## src/rtl/cordic_pkg.sv

```systemverilog
// Shared definitions for the cosine CORDIC accelerator: float32 field layout,
// the common fixed-point angle format, and the stage-1 unpack record.
package cordic_pkg;

    localparam int FLOAT_BIAS   = 127;
    localparam int FLOAT_MANT_W = 23;
    localparam int FLOAT_EXP_W  = 8;
    localparam int SIG_W        = FLOAT_MANT_W + 1;

    localparam int CORDIC_FRAC_BITS = 20;
    localparam int CORDIC_INT_BITS  = 2;

    typedef struct packed {
        logic                    valid;
        logic                    sign;
        logic                    special;
        logic [FLOAT_EXP_W-1:0]  exp;
        logic [SIG_W-1:0]        mant;
    } unpack_t;

    // Zero and denormal exponents collapse to a zero significand.
    function automatic logic [SIG_W-1:0] significand(
        input logic [FLOAT_EXP_W-1:0]  e,
        input logic [FLOAT_MANT_W-1:0] f
    );
        logic [SIG_W-1:0] m;
        if (e == {FLOAT_EXP_W{1'b0}}) begin
            m = {SIG_W{1'b0}};
        end else begin
            m = {1'b1, f};
        end
        return m;
    endfunction

endpackage

```

## src/rtl/cordic_fp_shift.sv

```systemverilog
// Combinational signed-amount barrel shifter: positive amounts shift left,
// negative amounts shift right with truncation; flags results >= 2^OUT_W.
module cordic_fp_shift
    import cordic_pkg::*;
#(
    parameter int OUT_W   = CORDIC_INT_BITS + CORDIC_FRAC_BITS,
    parameter int SHIFT_W = FLOAT_EXP_W + 2
) (
    input  logic [SIG_W-1:0]          mant,
    input  logic signed [SHIFT_W-1:0] shift,
    output logic [OUT_W-1:0]          value,
    output logic                      overflow
);

    localparam int WIDE_W = SIG_W + OUT_W;

    logic [SHIFT_W-1:0] mag_s;
    logic [WIDE_W-1:0]  wide_s;
    logic               far_s;

    // Wide intermediate keeps every bit so overflow is judged before truncation.
    always_comb begin
        wide_s = {WIDE_W{1'b0}};
        far_s  = 1'b0;
        if (shift[SHIFT_W-1]) begin
            mag_s  = $unsigned(-shift);
            wide_s = WIDE_W'(mant) >> mag_s;
        end else begin
            mag_s = $unsigned(shift);
            if (mag_s > SHIFT_W'(OUT_W)) begin
                far_s = |mant;
            end else begin
                wide_s = WIDE_W'(mant) << mag_s;
            end
        end
        value    = wide_s[OUT_W-1:0];
        overflow = far_s | (|wide_s[WIDE_W-1:OUT_W]);
    end

endmodule

```

## src/rtl/cordic_fp_to_fixed.sv

```systemverilog
// Two-stage float32 -> unsigned fixed-point angle converter feeding the CORDIC
// pipeline: stage 1 unpacks the operand, stage 2 scales and clamps it.
module cordic_fp_to_fixed
    import cordic_pkg::*;
#(
    parameter int FRAC_BITS = CORDIC_FRAC_BITS,
    parameter int INT_BITS  = CORDIC_INT_BITS
) (
    input  logic                          clock,
    input  logic                          aclr,
    input  logic                          clk_en,
    input  logic [31:0]                   dataa,
    input  logic                          in_valid,
    output logic [INT_BITS+FRAC_BITS-1:0] angle,
    output logic                          angle_sign,
    output logic                          angle_sat,
    output logic                          out_valid
);

    localparam int OUT_W   = INT_BITS + FRAC_BITS;
    localparam int SHIFT_W = FLOAT_EXP_W + 2;
    localparam logic signed [SHIFT_W-1:0] SHIFT_OFF =
        SHIFT_W'(FLOAT_BIAS + FLOAT_MANT_W - FRAC_BITS);

    unpack_t                     s1_r;
    logic signed [SHIFT_W-1:0]   shift_s;
    logic [OUT_W-1:0]            value_s;
    logic                        ovf_s;
    logic                        sat_s;

    // Stage 1: split the float into sign, exponent and significand.
    always_ff @(posedge clock or posedge aclr) begin
        if (aclr) begin
            s1_r <= '0;
        end else if (clk_en) begin
            s1_r.valid   <= in_valid;
            s1_r.sign    <= dataa[31];
            s1_r.exp     <= dataa[30:23];
            s1_r.special <= (dataa[30:23] == 8'hFF);
            s1_r.mant    <= significand(dataa[30:23], dataa[22:0]);
        end
    end

    assign shift_s = $signed({2'b00, s1_r.exp}) - SHIFT_OFF;

    cordic_fp_shift #(
        .OUT_W   (OUT_W),
        .SHIFT_W (SHIFT_W)
    ) u_shift (
        .mant     (s1_r.mant),
        .shift    (shift_s),
        .value    (value_s),
        .overflow (ovf_s)
    );

    // Inf/NaN and out-of-range magnitudes clamp to full scale.
    always_comb begin
        sat_s = 1'b0;
        if (s1_r.special || ovf_s) begin
            sat_s = 1'b1;
        end else begin
            sat_s = 1'b0;
        end
    end

    // Stage 2: registered scaled magnitude and flags.
    always_ff @(posedge clock or posedge aclr) begin
        if (aclr) begin
            angle      <= {OUT_W{1'b0}};
            angle_sign <= 1'b0;
            angle_sat  <= 1'b0;
            out_valid  <= 1'b0;
        end else if (clk_en) begin
            angle      <= sat_s ? {OUT_W{1'b1}} : value_s;
            angle_sign <= s1_r.sign;
            angle_sat  <= sat_s;
            out_valid  <= s1_r.valid;
        end
    end

endmodule

```

## config.mk

```make
export PLATFORM = sky130hd
export DESIGN_NAME = cordic_fp_to_fixed
export DESIGN_NICKNAME = d
export VERILOG_FILES = /design/src/rtl/cordic_pkg.sv /design/src/rtl/cordic_fp_shift.sv /design/src/rtl/cordic_fp_to_fixed.sv
export SDC_FILE = /design/constraint.sdc
export NUM_CORES = 1
export LEC_CHECK = 0
export CAP_MARGIN = 40
export CORE_MARGIN = 4
export CORE_UTILIZATION = 55
export CTS_BUF_LIST = sky130_fd_sc_hd__clkbuf_4 sky130_fd_sc_hd__clkbuf_8
export CTS_CLUSTER_SIZE = 25
export DETAILED_ROUTE_END_ITERATION = 6
export GPL_TIMING_DRIVEN = 0
export PLACE_DENSITY = 0.85
export SYNTH_ARGS = -nofsm -noshare
export SYNTH_HDL_FRONTEND = slang
export SYNTH_HIERARCHICAL = 1
export SYNTH_SLANG_ARGS = --single-unit
```

## constraint.sdc

```tcl
create_clock -name clock -period 3.9 [get_ports clock]
set_input_delay 0.585 -clock clock [delete_from_list [all_inputs] [get_ports clock]]
set_output_delay 0.585 -clock clock [all_outputs]
set_load 0.01 [all_outputs]
```

== After elaboration in Yosys (flattened, before gate mapping) ==
Cells that the tools add are included.

* Bits in registers: 60
* Logic and storage cells: 27

* Add/subtract/negate cells: 2
* $lt $le $gt $ge: 1
* Equality and inequality tests: 1
* Shift-type cells: 2
* Multiplexer cells: 7
* Bitwise gates (word level): 1
* Reductions and logical operators: 4

{| class="wikitable"
|+ Operators by type and width
! cell !! count
|-
| 2-to-1 mux 46 bit || 2
|-
| OR reduction 24 bit || 2
|-
| left shift 24 x 10 -> 46 bit || 1
|-
| right shift 24 x 10 -> 46 bit || 1
|-
| 2-to-1 mux 24 bit || 1
|-
| 2-to-1 mux 22 bit || 1
|-
| greater-than comparator 10 x 5 -> 1 bit (second input constant) || 1
|-
| negation 9 -> 10 bit || 1
|-
| subtractor 8 x 8 -> 9 bit (second input constant) || 1
|-
| equality test 8 bit (second input constant) || 1
|-
| zero test 8 bit || 1
|-
| 2-to-1 mux 1 bit || 3
|-
| logical OR 1 bit || 1
|-
| OR 1 bit || 1
|}

== Depth between registers and ports, before layout ==
Gate-level depths: netlist (run 1).

* Depth in word-level cells: 9
* Depth in mapped cells: 17

== Hierarchy ==
Netlist (run 1), hierarchy kept.

{| class="wikitable"
|+ By module, submodules not included
! module !! instances !! cells each !! area an instance (um2) !! sequential area each (um2)
|-
| cordic_fp_shift || 1 || 473 || 3,385.7 || 0.0
|-
| cordic_fp_to_fixed || 1 || 208 || 2,407.3 || 1,501.4
|}

== Worst setup path after synthesis (run 1) ==
OpenSTA, ideal clock, no wires.

* Kind: reg-to-reg
* From: reg s1_r[24] (netlist bit)
* To: reg angle[0]
* Data arrival time: 3.311 ns
* Data required time: 3.835 ns
* Setup slack: 0.524 ns
* Stages on the path, launching flop included: 18
* Path buffers: 6
* Period minus slack after synthesis: 3.376 ns
* Path through: dfrtp_1 -> buf_2 -> buf_4 -> inv_2 -> buf_2 -> buf_2 -> ha_1 -> nand2_1 -> xor2_1 -> or2_2 -> buf_2 -> nor2_1 -> a31oi_1 -> a41oi_1 -> nor2_1 -> nand2_1 -> clkbuf_1 -> o22a_1

* Cells in the longest elaborated chain, start to end: 9
* Elaborated cells between the ends (all ways): 14
* Those cells by class: 2 x add/sub; 1 x order compare; 2 x shift; 6 x mux; 1 x bitwise; 2 x reduce/logical

{| class="wikitable"
|+ RTL lines
! item !! line !! text
|-
| start: declaration || cordic_fp_to_fixed.sv:25 || <nowiki>unpack_t s1_r;</nowiki>
|-
| subtractor 8 x 8 -> 9 bit (*) || cordic_fp_to_fixed.sv:44 || <nowiki>assign shift_s = $signed({2'b00, s1_r.exp}) - SHIFT_OFF;</nowiki>
|-
| negation 9 -> 10 bit, or another cell as far along || cordic_fp_shift.sv:26 || <nowiki>mag_s = $unsigned(-shift);</nowiki>
|-
| right shift 24 x 10 -> 46 bit / 2-to-1 mux 46 bit (equally long branches) || cordic_fp_shift.sv:27, cordic_fp_shift.sv:30 ||
|-
| 2-to-1 mux 46 bit || cordic_fp_shift.sv:25 || <nowiki>if (shift[SHIFT_W-1]) begin</nowiki>
|-
| OR reduction 24 bit || cordic_fp_shift.sv:37 || <nowiki>overflow = far_s | (|wide_s[WIDE_W-1:OUT_W]);</nowiki>
|-
| OR 1 bit (*) || cordic_fp_shift.sv:37 ||
|-
| via ovf_s || cordic_fp_to_fixed.sv:28 || <nowiki>logic ovf_s;</nowiki>
|-
| logical OR 1 bit (*) || cordic_fp_to_fixed.sv:59 || <nowiki>if (s1_r.special || ovf_s) begin</nowiki>
|-
| 2-to-1 mux 1 bit (*) || cordic_fp_to_fixed.sv:59 ||
|-
| 2-to-1 mux 22 bit (*) || cordic_fp_to_fixed.sv:74 || <nowiki>angle <= sat_s ? {OUT_W{1'b1}} : value_s;</nowiki>
|-
| end signal: assignment || cordic_fp_to_fixed.sv:69 || <nowiki>angle <= {OUT_W{1'b0}};</nowiki>
|-
| end signal: assignment || cordic_fp_to_fixed.sv:74 ||
|-
| end: declaration || cordic_fp_to_fixed.sv:14 || <nowiki>output logic [INT_BITS+FRAC_BITS-1:0] angle,</nowiki>
|}

The timed path passes the listed nets; every way through them passes the cells marked *.
A chain may end at the register's enable or synchronous reset.

== Final worst setup path (run 1) ==
* From: reg s1_r[25] (netlist bit)
* To: reg angle[21]

* Cells in the longest elaborated chain, start to end: 9
* Elaborated cells between the ends (all ways): 14
* Those cells by class: 2 x add/sub; 1 x order compare; 2 x shift; 6 x mux; 1 x bitwise; 2 x reduce/logical

{| class="wikitable"
|+ RTL lines
! item !! line !! text
|-
| subtractor 8 x 8 -> 9 bit (*) || cordic_fp_to_fixed.sv:44 ||
|-
| via shift_s[1] || cordic_fp_to_fixed.sv:26 || <nowiki>logic signed [SHIFT_W-1:0] shift_s;</nowiki>
|-
| negation 9 -> 10 bit, or another cell as far along || cordic_fp_shift.sv:26 ||
|-
| right shift 24 x 10 -> 46 bit / 2-to-1 mux 46 bit (equally long branches) || cordic_fp_shift.sv:27, cordic_fp_shift.sv:30 ||
|-
| 2-to-1 mux 46 bit || cordic_fp_shift.sv:25 ||
|-
| OR reduction 24 bit || cordic_fp_shift.sv:37 ||
|-
| OR 1 bit (*) || cordic_fp_shift.sv:37 ||
|-
| via ovf_s || cordic_fp_to_fixed.sv:28 ||
|-
| logical OR 1 bit (*) || cordic_fp_to_fixed.sv:59 ||
|-
| 2-to-1 mux 1 bit (*) || cordic_fp_to_fixed.sv:59 ||
|-
| 2-to-1 mux 22 bit (*) || cordic_fp_to_fixed.sv:74 ||
|}

Marked as above.

==> summary.txt, run 1 <==
Logic synthesis
  • Post-Synthesis Cells: 681
  • Number of synthesized flops with an enable pin: 0
  • Yosys reg bits: 60
  • Cell taking the most area after synthesis: dfrtp_1
  • Main synth FF type: dfrtp_1
  • Mean Syn Cell Area: approximately 8.5 um^2
  • Yosys warns: 6
  • Net Count, Synth: just over 700
  • Synth cell types: 75
  • Cell area after synthesis: 5790 um^2
  • Top post-synthesis cells by count: 96 x nand2_1, 60 x dfrtp_1, 39 x mux2i_1, 39 x nor2_1
  • FFs w/ async S/R, synth: 100%
  • Most numerous cell in the Yosys netlist: nand2_1
  • Yosys top cell area share: 25.9%
  • Sequential area share after synthesis: between 20% and 30%
  • Top post-synthesis cells by area: dfrtp_1 26%, mux4_2 9.3%, mux2i_1 6.7%, nand2_1 6.2%, mux2_2 5.4%

Critical path
  • WP data arrival: approximately 4 ns
  • Worst Path Max Fanout: 10
  • Critical path cell sequence: inv_2 > buf_6 > buf_4 > mux2_2 > a21oi_1 > a211oi_1 > nor2_1 > o2111ai_1 > a211oi_2 > a41oi_2 > nor2_1 > nand2_1 > buf_4 > o22a_1
  • Worst R2R Setup Slack: 0.10 ns
  • CP peak stage delay: 0.55 ns
  • Worst Path Buf+Inv: 4
  • Crit end category: register
  • CP Launch Type: register
  • Slowest CP cell: a21oi_1
  • Crit path max-delay family: compound AO/OA/AOI/OAI gates
  • Crit path kind: reg2reg
  • Req. time, crit path: about 4.1 ns

Timing
  • Highest Clock Rate: roughly 260 MHz
  • Final Hold Vio Count: 0
  • Final worst path period share: 97.3%
  • Unrepaired setup endpoints after global routing: no
  • Slew margin rel.: a little over two fifths
  • Fin Setup TNS: 0 ns
  • Final Skew: 0.0145 ns
  • Max Slew Vio Count: 0
  • Hold Slack: just under 0.5 ns
  • Final setup viols: 0
  • Fin crit period: between 3 and 4 ns
  • Slew @ Worst Pin: ~0.84 ns

Floorplan
  • # IOs: 61
  • Die width: 111 um
  • Initial Utilization: between 50% and 60%
  • Core area: roughly 10,000 um^2
  • Die Ht: between 100 and 150 um
  • Core Rows: 37
  • Die ar.: ~12,000 um^2

Placed design
  • Port bufs: approximately 60
  • Post-DP Area: between 6000 and 7000 um^2
  • Placed insts: just under 900
  • Hpwl dp: 16,400 um
  • Final GP Congestion: 0.998

Finish
  • Syn-to-layout area delta: 20.5%
  • Share of layout cells above drive strength 1: around a fifth
  • Number of nets in the layout: 792
  • Final Non-Filler Cells: between 800 and 900
  • Finished Cell Area: 6980 um^2
  • Antenna Diode Count: 0

Clock network
  • Clock tree buffer depth: 2
  • Hold Buf Count CTS: 0
  • Clk Tree Root Cell: clkbuf_8
  • H-Tree Depth: 3
  • CTS tree: done
  • Total CTS buffers: 9
  • Worst-Skew Late Latency: approximately 0.34 ns
  • CTS Sinks: 60
  • CTS clock-pin slew for the worst setup and hold paths: 0.08 ns

Run status
  • Run status: completed

Power
  • Switch Pwr: ~1.2 mW
  • Net Sw Frac: approximately two fifths
  • Maximum vdd drop: 0.000243 V
  • Clock group share of total power: ~24%
  • P_leak: between 2 and 3 nW
  • Final Total Pwr: ~2.8 mW
  • Comb power frac: 48.1%
  • Internal power: roughly 1.7 mW
  • Seq pwr share: ~28%
  • PwrDens: between 400 and 500 nW/um^2

Drt
  • DR iter-0 viols: roughly 670
  • WL final: approximately 21,000 um
  • Via Count: slightly above 6,000
  • Antenna viol nets, final: 0
  • DR DRC count: 0
  • WL/cell: between 20 and 25 um
  • Via-to-Cell Ratio: 6.94
  • Drt pass-1 iters: 5

GRT
  • Vias in the first global route: between 6,000 and 7,000
  • Grt peak-use layer: met2
  • Antenna violations before repair: 0
  • Met3 Use GR: between 10 and 15%
  • Routing usage on met2: roughly 52%
  • Largest net degree at the start of global routing: 43
  • Total gr overflow: 0
  • Total track usage: between 30% and 40%
  • First-pass GRT wire length: approximately 33,000 um
  • GR met1 Demand/Resource: ~43%

Worst hold path
  • Hold crit path type: reg2reg

Flow run
  • Max_cap viols: 0
cell type report:
type                    instances  area, um^2
well taps                     136         170
fillers                       841        3300
flip-flops and latches         60        1500
inverters                      35         134
repair buffers                 61         618
clock inverters                 5         100
multi-input cells             525        3980
clock buffers                  10         138
plain buffers                  61         339
final timing paths:
check | cells past startpoint | endpoint | from
max reg2reg | 14 | angle[21] | s1_r[25]
max | 14 | angle[21] | s1_r[25]
min in group asynchronous | 2 | angle[4] | aclr
min | 1 | angle_sat | angle_sat
min reg2reg | 1 | angle_sat | angle_sat
max in group asynchronous | 3 | s1_r[18] | aclr
routing by layer:
metal,share of wire [%],routed length (um)
met1,38,8170
met2,44,9470
met3,12,2530
met4,5.5,1170
met5,0,0
cell usage in the layout (no fill, tap or decap), types with 5 or more instances in the layout:
master	count
o22ai_1	29
mux4_2	24
a21oi_1	24
buf_6	7
clkbuf_1	25
o21ai_1	5
dfrtp_1	60
inv_1	31
a31oi_1	7
nand3_1	16
o22a_1	24
mux2_2	28
nand2b_1	9
o211ai_1	6
clkbuf_8	10
mux2i_1	35
nor2b_1	6
nor2_1	37
buf_4	9
xnor2_1	5
a22oi_1	6
nor3_1	15
clkdlybuf4s50_1	59
nand2_1	96
nor4_1	8
a211oi_1	8
o21ai_0	31
buf_2	17
nand4_1	6
per-stage QoR:
stage	worst slack (ns)	util [%]
2_1_floorplan	0.524	-
3_3_place_gp	-0.468	63.8
3_5_place_dp	-0.516	64.0
4_1_cts	0.0136	66.8
5_1_grt	0.0117	67.9
6_report	0.104	67.9
sequential cells by signal, indices dropped and copies added (netlist names):
name and count:
angle_sign 1, angle 22, s1_r 35, out_valid 1, angle_sat 1
power by group through the flow:
stage	logic (mW)	clock network [mW]	registers, mW
after floorplan	0.834	0	0.777
after global placement	1.25	0	0.781
after detailed placement	1.26	0	0.788
after CTS	1.28	0.696	0.778
after global routing	1.44	0.729	0.791
final	1.37	0.693	0.783
cell families after synthesis:
group / after synthesis / synth area share [%]
XOR/XNOR: 10 / 1.51
adder cells (fa/ha/maj): 3 / 0.648
buffers and inverters: 96 / 7.60
AND/OR/NAND/NOR: 223 / 18.4
AO/OA/AOI/OAI: 197 / 24.1
flip-flops: 60 / 25.9
multiplexers: 92 / 21.8
repair_timing:
item | in CTS | in global routing
setup endpoints to repair | 23 | 23
hold endpoints to repair | 0 | 0
buffers inserted | 0 | 1
resized for setup | 17 | 29
pin swaps | 0 | 2
No activity file was read; power rests on OpenSTA's default activity.
==> inputs of run 2 (changes only) <==
- ABC_CLOCK_PERIOD_IN_PS: unset -> 3900
==> results of run 2 <==
The final DEF is identical to that of run 1; final timing and power are the same.
==> inputs of run 3 (changes only) <==
- RECOVER_POWER: unset -> 25
==> summary.txt, run 3 (same netlist as run 1, synthesis figures left out) <==
Placed design
  • Port bufs: just under 60
  • Setup slack after placement: -0.516 ns
  • Post-DP Area: 6570 um^2
  • Hpwl dp: approximately 16,000 um
  • Placed insts: around 900
  • Final GP Congestion: ~1.0

Clock network
  • Clock tree buffer depth: 2
  • Clk Tree Root Cell: clkbuf_8
  • Worst-Skew Late Latency: 0.34 ns
  • Hold Buf Count CTS: 0
  • Total CTS buffers: 9
  • CTS tree: done
  • CTS clock-pin slew for the worst setup and hold paths: about 0.08 ns
  • CTS Sinks: 60
  • H-Tree Depth: 3

Timing
  • Fin Setup TNS: 0 ns
  • Fin crit period: ~3.8 ns
  • Highest Clock Rate: between 200 and 300 MHz
  • Final Hold Vio Count: 0
  • Final worst path period share: 96.8%
  • Final setup viols: 0
  • Slew margin rel.: -46.4%
  • Max Slew Vio Count: 43
  • Final Skew: about 0.014 ns
  • Slew @ Worst Pin: ~2.2 ns
  • Unrepaired setup endpoints after global routing: no
  • Final WS setup: ~0.13 ns

Critical path
  • Worst Path Max Fanout: 10
  • Critical path cell sequence: inv_2 > buf_6 > buf_6 > mux2i_1 > mux2i_1 > mux2i_1 > o22ai_2 > o41ai_1 > a221o_1 > a41oi_2 > nor2_1 > nand2_1 > buf_4 > o22a_1
  • Crit end category: register
  • Crit path max-delay family: compound AO/OA/AOI/OAI gates
  • CP peak stage delay: about 0.54 ns
  • CP Launch Type: register
  • Crit path kind: reg2reg
  • Most frequent CP cell: mux2i_1
  • Worst Path Buf+Inv: 4
  • Req. time, crit path: between 4 and 5 ns
  • Worst R2R Setup Slack: 0.13 ns
  • Slowest CP cell: mux2i_1
  • WP data arrival: roughly 4.0 ns

Worst hold path
  • Hold crit path type: reg2reg

Finish
  • Max reg flops: 35
  • Largest registers: s1_r: 35 flops, angle: 22 flops
  • Final Non-Filler Cells: around 900
  • Share of layout cells above drive strength 1: between 10% and 20%
  • Syn-to-layout area delta: 20.2%
  • Top reg by flops: s1_r
  • Number of nets in the layout: about 800
  • Antenna Diode Count: 0
  • Most frequent cells in the layout: 96 x nand2_1, 60 x dfrtp_1, 58 x clkdlybuf4s50_1, 37 x nor2_1, 35 x mux2i_1
  • Commonest non-fill, non-tap cell in the layout: nand2_1
  • Finished Cell Area: 6970 um^2

Power
  • Switch Pwr: about 1.2 mW
  • Seq pwr share: 27.5%
  • Final Total Pwr: 2.85 mW
  • Net Sw Frac: 41.0%
  • Clock group share of total power: between 20% and 30%
  • Internal power: 1.68 mW
  • P_leak: about 2.7 nW
  • PwrDens: between 400 and 500 nW/um^2
  • Maximum vdd drop: around 0.00024 V
  • Comb power frac: about half

GRT
  • Vias in the first global route: slightly above 6,000
  • Largest net degree at the start of global routing: 43
  • Total track usage: ~34%
  • Total gr overflow: 0
  • Antenna violations before repair: 0
  • First-pass GRT wire length: 33,300 um

Drt
  • DR iter-0 viols: between 600 and 700
  • WL final: 21,500 um
  • Drt pass-1 iters: 6
  • DR DRC count: 0
  • WL/cell: between 20 and 25 um
  • Via Count: 6,224
  • Via-to-Cell Ratio: around 7
  • Antenna viol nets, final: 0

Run status
  • Run status: finished, violations left
  • Failing checks: max-capacitance violations, max-slew violations

Floorplan
  • # IOs: 61
  • Die Ht: 111 um
  • Die ar.: about 12,000 um^2
  • Die width: approximately 110 um
  • Core Rows: 37
  • Initial Utilization: 56.4%
  • Core area: 10,300 um^2

Flow run
  • Max_cap viols: 1
## run 3: per-layer routing
metal | global-route usage (%) | wire length, um
met1 | 43.0 | 8290
met2 | 52.0 | 9570
met3 | 11.2 | 2490
met4 | 16.4 | 1130
met5 | 0 | 0
## run 3: what timing repair did
action	in CTS	in global routing
resized for setup	17	29
setup buffers	0	1
pin swaps	0	2
hold endpoints to repair	0	0
setup endpoints to repair	23	23
## run 3: area by class of cell
cell class / count / area [um^2]
Inverter: 35 / 134
Clock buffer: 10 / 138
Clock inverter: 5 / 100
Tap cell: 136 / 170
Sequential cell: 60 / 1500
Fill cell: 844 / 3310
Timing Repair Buffer: 61 / 602
Buffer: 61 / 339
Multi-Input combinational cell: 525 / 3980
## run 3: per-stage QoR
step           util [%]  hold slack (ns)
3_5_place_dp       64.0            0.476
5_1_grt            67.8            0.513
4_1_cts            66.8            0.492
3_3_place_gp       63.8            0.465
6_report           67.8            0.484
2_1_floorplan         -            0.475
## run 3: worst paths after layout
kind / start / to / cells past startpoint
max in group asynchronous: aclr / s1_r[14] / 3
min in group asynchronous: aclr / angle[4] / 2
setup reg to reg: s1_r[25] / angle[21] / 14
hold / removal: angle_sat / angle_sat / 1
hold reg to reg: angle_sat / angle_sat / 1
setup / recovery: s1_r[25] / angle[21] / 14
## run 3: power groups by stage
| stage | sequential [mW] | combinational [mW] | clock (mW) |
|---|---|---|---|
| floorplan | 0.777 | 0.834 | 0 |
| global placement | 0.781 | 1.25 | 0 |
| detailed placement | 0.788 | 1.26 | 0 |
| CTS | 0.778 | 1.28 | 0.696 |
| global route | 0.791 | 1.44 | 0.729 |
| finish | 0.783 | 1.37 | 0.694 |
==> RTL edit, RTL diff (settings of run 3) <==
Put one more register stage on the output `angle`, without a reset. The value now appears one clock later. The other outputs are not delayed to match.
--- a/src/rtl/cordic_fp_to_fixed.sv
+++ b/src/rtl/cordic_fp_to_fixed.sv
@@ -21,6 +21,8 @@
     localparam int SHIFT_W = FLOAT_EXP_W + 2;
     localparam logic signed [SHIFT_W-1:0] SHIFT_OFF =
         SHIFT_W'(FLOAT_BIAS + FLOAT_MANT_W - FRAC_BITS);
+
+    logic [INT_BITS+FRAC_BITS-1:0] angle_s0;
 
     unpack_t                     s1_r;
     logic signed [SHIFT_W-1:0]   shift_s;
@@ -66,17 +68,21 @@
     // Stage 2: registered scaled magnitude and flags.
     always_ff @(posedge clock or posedge aclr) begin
         if (aclr) begin
-            angle      <= {OUT_W{1'b0}};
+            angle_s0   <= {OUT_W{1'b0}};
             angle_sign <= 1'b0;
             angle_sat  <= 1'b0;
             out_valid  <= 1'b0;
         end else if (clk_en) begin
-            angle      <= sat_s ? {OUT_W{1'b1}} : value_s;
+            angle_s0   <= sat_s ? {OUT_W{1'b1}} : value_s;
             angle_sign <= s1_r.sign;
             angle_sat  <= sat_s;
             out_valid  <= s1_r.valid;
         end
     end
 
+    always_ff @(posedge clock) begin
+        angle <= angle_s0;
+    end
+
 endmodule
 
Check against the original RTL: not equivalent (Yosys sat finds a counterexample within 4 cycles, from zero or initial values).
==> RTL edit against run 3 <==
Sequential power rose by 34%. Final area rose by 6.3%. Area after synthesis rose by 7.9%. Sequential cell count rose by 22. Setup slack got worse by 0.11 ns. Power rose by 8.3%. Clock skew rose by 0.011 ns. Wire length rose by 4.6%. First-iteration DRC count rose by 40%. Critical path type unchanged.
==> RTL edit: results (changes against run 3) <==
| Metric | Value |
|---|---|
| Routed len/inst | `24.3 µm (+0.97%)` |
| Sequential share of the synthesized area | `31.1% (+5.1 points)` |
| Synth Warn # | `6 (unchanged)` |
| Syn avg cell area | `8.85 µm² (+4.1%)` |
| Initial antenna violation count | `0 (unchanged)` |
| Clock Path Buffers | `2 (unchanged)` |
| Critical Path Max Stage Delay | `0.40 ns (-0.14 ns)` |
| Iteration-0 DRC Markers | `893 (+40%)` |
| Clk root buf | `clkbuf_8` |
| Setup Skew | `0.0250 ns (+0.0106 ns)` |
| Port Buffers | `59 (unchanged)` |
| Outcome | `finished clean` |
| FFs w/ async S/R, synth | `73.2% (-27 points)` |
| Slew HR | `41.0% (+87 points)` |
| Crit path max fanout | `10 (unchanged)` |
| Net Count, Synth | `745 (+3.5%)` |
| Pre-CTS setup slack | `-0.405 ns (+0.111 ns)` |
| Dpl hpwl | `17200 µm (+4.7%)` |
| Largest net degree at the start of global routing | `40 (-7.0%)` |
| Share of cells above drive strength 1 | `17.3% (-1.4 points)` |
| First-pass GRT wire length | `34500 µm (+3.5%)` |
| Clk Latency, worst-skew pair | `0.39 ns (+0.05 ns)` |
| Crit path max-delay family | `buffers and inverters` |
| Synth top area cells | `dfrtp_1 24%, mux4_2 8.6%, dfxtp_1 7.0%` |
| Largest regs | `s1_r x35, angle x22, angle_s0 x22` |
| Top post-synthesis cells by count | `98 x nand2_1, 60 x dfrtp_1, 41 x nor2_1` |
| Antenna cells | `0 (unchanged)` |
| VDD IR-drop max | `0.291 mV (+19%)` |
| Max-cap violations | `0 (-1)` |
| Total clock buffers created by CTS | `9 (unchanged)` |
| Worst-path clk slew | `roughly 0.090 ns` |
| CP max-delay cell | `dfrtp_1` |
| Netlist cell types | `78 (+4.0%)` |
| Final nets | `819 (+3.4%)` |
| H-tree lvl count | `3 (unchanged)` |
| Min-Delay Path Class | `register to register` |
| GPL Wtd Cong | `1.05 (+5.2%)` |
| Leak | `2.91 nW (+8.7%)` |
| Tot GR Track Use | `34.6% (+0.71 points)` |
| Vias per cell | `6.95 (-0.34%)` |
| Worst Path Arrival | `4.14 ns (+0.15 ns)` |
| Ys flop type | `dfrtp_1` |
| Vias in the first global route | `6078 (-0.46%)` |
| Drt pass-1 iters | `6 (unchanged)` |
==> RTL edit: cell types whose count changed after synthesis, sizes merged, moves of 2 or more <==
cell / run 3 / this run
o31ai: 2 / 4
nor3: 18 / 16
nand2: 96 / 98
dfxtp: 0 / 22
nor2: 42 / 44
==> RTL edit: cell type report <==
class,instances,area (µm²)
fillers,879,3580
repair buffers,65,646
well taps,140,175
multi-input cells,527,3950
clock inverters,5,86.3
plain buffers,59,329
inverters,36,138
flip-flops and latches,82,1940
clock buffers,11,139
==> RTL edit: worst paths after layout <==
kind	start	to	slack, ns	depth (start not counted)
worst max register to register	s1_r[25]	angle_s0[0]	0.02	16
worst max-delay path	s1_r[25]	angle_s0[0]	0.02	16
worst min register to register	angle_s0[1]	angle[1]	0.37	0
max in group asynchronous	aclr	s1_r[18]	2.36	3
worst min-delay path	angle_s0[1]	angle[1]	0.37	0
min in group asynchronous	aclr	angle_s0[12]	0.81	2
==> RTL edit: metal layers <==
layer	part of all wire, %	GRT usage [%]	routed length [µm]	vias to the layer above
li1	-	-	-	2782
met1	37	44.5	8410	3072
met2	46	56.7	10400	475
met3	11	6.98	2500	96
met4	5.0	14.7	1130	0
met5	0	0	0	-
==> RTL edit: cells by family (layout without fill, tap and decap cells) <==
family | after synthesis | after routing | share of synthesized area (%)
fa+ha+maj | 3 | 3 | 0.601
compound gates | 199 | 199 | 22.7
buf+inv | 97 | 176 | 7.09
simple gates | 225 | 225 | 17.3
mux | 91 | 91 | 20.0
xor+xnor | 9 | 9 | 1.26
flops | 82 | 82 | 31.1
==> RTL edit: power breakdown <==
group          total [mW]  switching, mW  internal [mW]
sequential           1.05         0.0952          0.952
clock               0.725          0.345          0.380
combinational        1.31          0.776          0.535
==> RTL edit: timing repair <==
action	4_1_cts	5_1_grt
endpoints found under the setup margin	23	22
setup buffers	0	4
endpoints found under the hold margin	0	0
cloned	0	0
gates resized for setup	11	25
pin swaps	0	5
==> RTL edit: per-stage QoR <==
step           setup TNS [ns]  total power, mW  cell area, µm²  cells
2_1_floorplan               0             1.87            6250    706
3_3_place_gp            -8.44             2.27            7020    905
3_5_place_dp            -7.43             2.29            7040    907
4_1_cts                     0             3.01            7290    921
5_1_grt               -0.0540             3.20            7400    925
6_report                    0             3.08            7400    925
